`src/rtl/udp_payload_parser.sv`:
```
// udp_payload_parser: packs the UDP payload byte stream into 11-byte market-data records.
// Optional feature macro: PARSER_ERR_CNT_EN adds a saturating runt counter on err_count.
`default_nettype none

module udp_payload_parser #(
  parameter int BYTE_LANE = 0,
  parameter int ERR_CNT_W = 16
) (
  input  logic                 clk,
  input  logic                 rst_n,
  input  logic [31:0]          s_axis_tdata,
  input  logic                 s_axis_tvalid,
  input  logic                 s_axis_tlast,
  output logic                 s_axis_tready,
  output logic                 rec_valid,
  input  logic                 rec_ready,
  output logic [7:0]           rec_type,
  output logic [15:0]          rec_sym,
  output logic [31:0]          rec_price,
  output logic [31:0]          rec_qty,
  output logic                 rec_last,
  output logic                 err_runt
`ifdef PARSER_ERR_CNT_EN
  ,
  output logic [ERR_CNT_W-1:0] err_count
`endif
);

  localparam logic [3:0] LAST_IDX = 4'd10;

  logic [3:0]  idx;
  logic [79:0] shreg;
  logic [7:0]  byte_in;
  logic        accept;
  logic        load;
  logic        runt;
  logic        unused_bits;

  assign byte_in       = s_axis_tdata[BYTE_LANE*8 +: 8];
  assign s_axis_tready = !(rec_valid && !rec_ready);
  assign accept        = s_axis_tvalid && s_axis_tready;
  assign load          = accept && (idx == LAST_IDX);
  assign runt          = accept && s_axis_tlast && (idx != LAST_IDX);
  assign unused_bits   = ^{s_axis_tdata, (ERR_CNT_W > 0)};

  // First byte of a record ends up in the top of shreg, so fields slice out big-endian.
  always_ff @(posedge clk or negedge rst_n) begin
    if (!rst_n) begin
      idx   <= '0;
      shreg <= '0;
    end else if (accept) begin
      if (load || s_axis_tlast) begin
        idx <= '0;
      end else begin
        idx   <= idx + 4'd1;
        shreg <= {shreg[71:0], byte_in};
      end
    end
  end

  always_ff @(posedge clk or negedge rst_n) begin
    if (!rst_n) begin
      rec_valid <= 1'b0;
      rec_type  <= '0;
      rec_sym   <= '0;
      rec_price <= '0;
      rec_qty   <= '0;
      rec_last  <= 1'b0;
      err_runt  <= 1'b0;
    end else begin
      err_runt <= runt;
      if (load) begin
        rec_valid <= 1'b1;
        rec_type  <= shreg[79:72];
        rec_sym   <= shreg[71:56];
        rec_price <= shreg[55:24];
        rec_qty   <= {shreg[23:0], byte_in};
        rec_last  <= s_axis_tlast;
      end else if (rec_ready) begin
        rec_valid <= 1'b0;
      end
    end
  end

`ifdef PARSER_ERR_CNT_EN
  always_ff @(posedge clk or negedge rst_n) begin
    if (!rst_n) begin
      err_count <= '0;
    end else if (err_runt && (err_count != {ERR_CNT_W{1'b1}})) begin
      err_count <= err_count + 1'b1;
    end
  end
`endif

endmodule

`default_nettype wire

```
`config.mk`:
```
export PLATFORM = sky130hd
export DESIGN_NAME = udp_payload_parser
export DESIGN_NICKNAME = d
export VERILOG_FILES = /design/src/rtl/udp_payload_parser.sv
export SDC_FILE = /design/constraint.sdc
export NUM_CORES = 1
export LEC_CHECK = 0
export ABC_AREA = 1
export CORE_MARGIN = 2
export CORE_UTILIZATION = 25
export DETAILED_ROUTE_END_ITERATION = 7
export GPL_TIMING_DRIVEN = 0
export PLACE_DENSITY = 0.53
export SLEW_MARGIN = 10
export SYNTH_ARGS = -nofsm -noshare
export SYNTH_HDL_FRONTEND = slang
export SYNTH_SLANG_ARGS = --single-unit
export TNS_END_PERCENT = 1
```
`constraint.sdc`:
```
create_clock -name clk -period 2.7 [get_ports clk]
set_input_delay 0.81 -clock clk [delete_from_list [all_inputs] [get_ports clk]]
set_output_delay 0.81 -clock clk [all_outputs]
set_load 0.02 [all_outputs]
```
==> flow_summary.ini <==
[clock_tree]
clkTransAtPathRegs_ns = 0.07
h-tree-depth = 4
clockRootBuffer = clkbuf_16
clock-sinks = 175
cts_made_buffers = 17
cts_buffer_depth = 2
clkLatencyLatePin_ns = 0.43
cts_tree = built

[critical_path]
endpoint = s_axis_tready
r2r_start = idx[0]$_DFFE_PN0P_
crit_arrival_ns = 1.73
path_max_fanout = 3
r2r_end = rec_price[15]$_DFFE_PN0P_
rr_worst_depth = 8
end_kind = output port
worstPathRequired_ns = 1.89
regToRegSetupSlack_ns = 0.90
startpoint_type = input pin
worstSetupPathType = input pin to output port
worstSetupStartpoint = rec_ready

[die]
fp.dieW_um = 171
ios = 129
start_util_pct = 25.6
core_mm2 = 0.0271
row_count = 60
dieArea_mm2 = 0.0291
fp.dieH_um = 171

[sta]
slew_headroom_pct = 60.3
setup_viol = 0
slew_viol_final = 0
period_minus_slack_ns = 2.54
finalHoldViolations = 0
min_period_over_period_pct = 94.0
tightest_slew_ns = 0.596
setup_slack_ns = 0.163
fin_skew_ns = 0.0120
rsz0062_at_grt = false
fmaxAchievable_mhz = 394
finalSetupTns_ns = 0

[route]
vias = 5284
viasPerCell = 4.16
wl_per_cell_um = 14.0
ant_nets = 0
drt_iter0_drc = 324
dr.pass1.iters = 4
routed_wl_um = 17800
drc_errors = 0

[logic_synthesis]
synth_cell_types = 22
ys_seq_elements = 175
synth_top_family_by_area = simple AND/OR/NAND/NOR gates
syn_nets = 800
ys_seq_area_share_pct = 63.2
synth_compound_area_share_pct = 0.235
synth-xor-area-share_pct = 0.126
ys.warnings.count = 0
syn_inst = 761
synth_fa_ha_area_share_pct = 0.361
syn-cell-area_mm2 = 0.00693
synthMuxAreaShare_pct = 0
synth-simple-area-share_pct = 31.1
synth_area_per_cell_um2 = 9.11

[cells_and_area]
drive_gt1_share_pct = 8.80
fillCellCount = 2869
stdcell_area_mm2 = 0.00909
multiInputGateArea_mm2 = 0.00221
seq_area_mm2 = 0.00438
num_antenna_cells = 0
fin_util_pct = 33.5
syn2layout_area_growth_pct = 31.2
final_nets = 924

[grt]
grt_first_pass_wirelength_um = 29400
grt_overflow = 0
grt_antenna_before_repair = 0
met3_usage_pct = 2.73
grt.total_usage_pct = 13.0
grt_start_max_net_pins = 102
use_met1_pct = 18.1
busiest_layer = met2
grt.met2_usage_pct = 20.5
grt_pass1_vias = 5379

[worst_hold_path]
hold_class = input pin to async pin

[pwr]
power_mw = 6.16
peakVddDrop_uv = 383
leakage_nw = 4.79
power_density_mw_per_mm2 = 678

[placement]
hpwl_um = 12100
gp_congestion = 0.744
post-place-ws_ns = -0.113
port_buffers = 104
place_area_mm2 = 0.00847

[status]
status = finished, final reports clean

[flow_run]
cap_violations = 0
[synthesized netlist by cell type]
master    count  share of area, %
nand3_1      85               6.1
nand4_1       1             0.090
buf_4         1              0.11
inv_1         3              0.16
buf_2        17               1.2
clkinv_1      1             0.054
a21boi_1      1              0.11
o21ai_2       1              0.13
ha_1          2              0.36
nor2_4        2              0.32
xor2_1        1              0.13
buf_1         4              0.22
dfrtp_1     175                63
nand3_2       1              0.14
nand2_2       4              0.36
nor3_1        1             0.072
nand3b_4      1              0.29
inv_2         1             0.054
buf_6        18               2.9
clkbuf_1      4              0.22
nand2_1     436                24
nor2_2        1             0.090
[layer usage]
layer | up-vias | part of all wire, %
li1 | 2624 | -
met3 | 9 | 2.9
met1 | 2559 | 50
met5 | - | 0
met2 | 92 | 46
met4 | 0 | 0.91
[cells in the final DEF (no fill, tap or decap), drive strengths merged]
cell / netlist / final
xor2: 1 / 1
nand2: 440 / 440
bufinv: 0 / 3
o21ai: 1 / 1
dfrtp: 175 / 175
nand3: 86 / 86
buf: 40 / 42
a21boi: 1 / 1
nand4: 1 / 1
clkinvlp: 0 / 1
dlygate4sd2: 0 / 1
clkbuf: 4 / 26
ha: 2 / 2
inv: 4 / 8
nand3b: 1 / 1
nor3: 1 / 1
clkinv: 1 / 3
clkdlybuf4s50: 0 / 102
nor2: 3 / 3
[kinds of logic (layout without fill, tap and decap cells)]
| logic type | Yosys count | after routing |
|---|---|---|
| fa+ha+maj | 2 | 2 |
| compound gates | 2 | 2 |
| xor+xnor | 1 | 1 |
| flops | 175 | 175 |
| buf+inv | 49 | 186 |
| simple gates | 532 | 532 |
[area by class of cell]
type                       count  area share, %
sequential                   175           48.2
multi-input combinational    537           24.3
timing repair buffer         105           11.8
clock buffer                  22           5.22
tap                          372           5.12
buffer                        44           3.58
clock inverter                10           1.64
inverter                       5          0.206
[worst min-delay path by stage]
stage | to | cells past startpoint | slack [ns]
floorplan | shreg[72]$_DFFE_PN0P_ | 2 | 0.44
CTS | rec_type[1]$_DFFE_PN0P_ | 1 | 0.37
detailed placement | rec_price[28]$_DFFE_PN0P_ | 2 | 0.46
global route | rec_type[4]$_DFFE_PN0P_ | 1 | 0.38
global placement | shreg[77]$_DFFE_PN0P_ | 2 | 0.46
finish | rec_type[4]$_DFFE_PN0P_ | 1 | 0.35
[flip-flops by register name, summed over array words and instances, names as in the netlist]
signal / count
rec_sym: 16
rec_qty: 32
rec_last: 1
idx: 4
rec_price: 32
rec_type: 8
shreg: 80
err_runt: 1
rec_valid: 1
[critical path, stage by stage]
cell	delay [ns]
clkdlybuf4s50_1	0.47
inv_2	0.04
nand2_2	0.07
dlygate4sd2_1	0.34
[power breakdown]
group | internal, mW | switching, mW | leakage [nW]
Sequential | 2.87 | 0.227 | 2.37
Clock | 1.55 | 1.08 | 0.304
Combinational | 0.173 | 0.270 | 2.11
[metrics by stage]
| stage | hold WS, ns | std cells |
|---|---|---|
| 5_1_grt | 0.381 | 1270 |
| 3_5_place_dp | 0.459 | 1238 |
| 3_3_place_gp | 0.456 | 1237 |
| 6_report | 0.346 | 1270 |
| 2_1_floorplan | 0.442 | 761 |
| 4_1_cts | 0.372 | 1270 |
[what timing repair did]
item,4_1_cts,5_1_grt
endpoints found under the setup margin,1,0
setup buffers,0,0
hold endpoints to repair,0,0
resized for setup,1,0
hold buffers,0,0
Power figures use the tool's default switching activity.
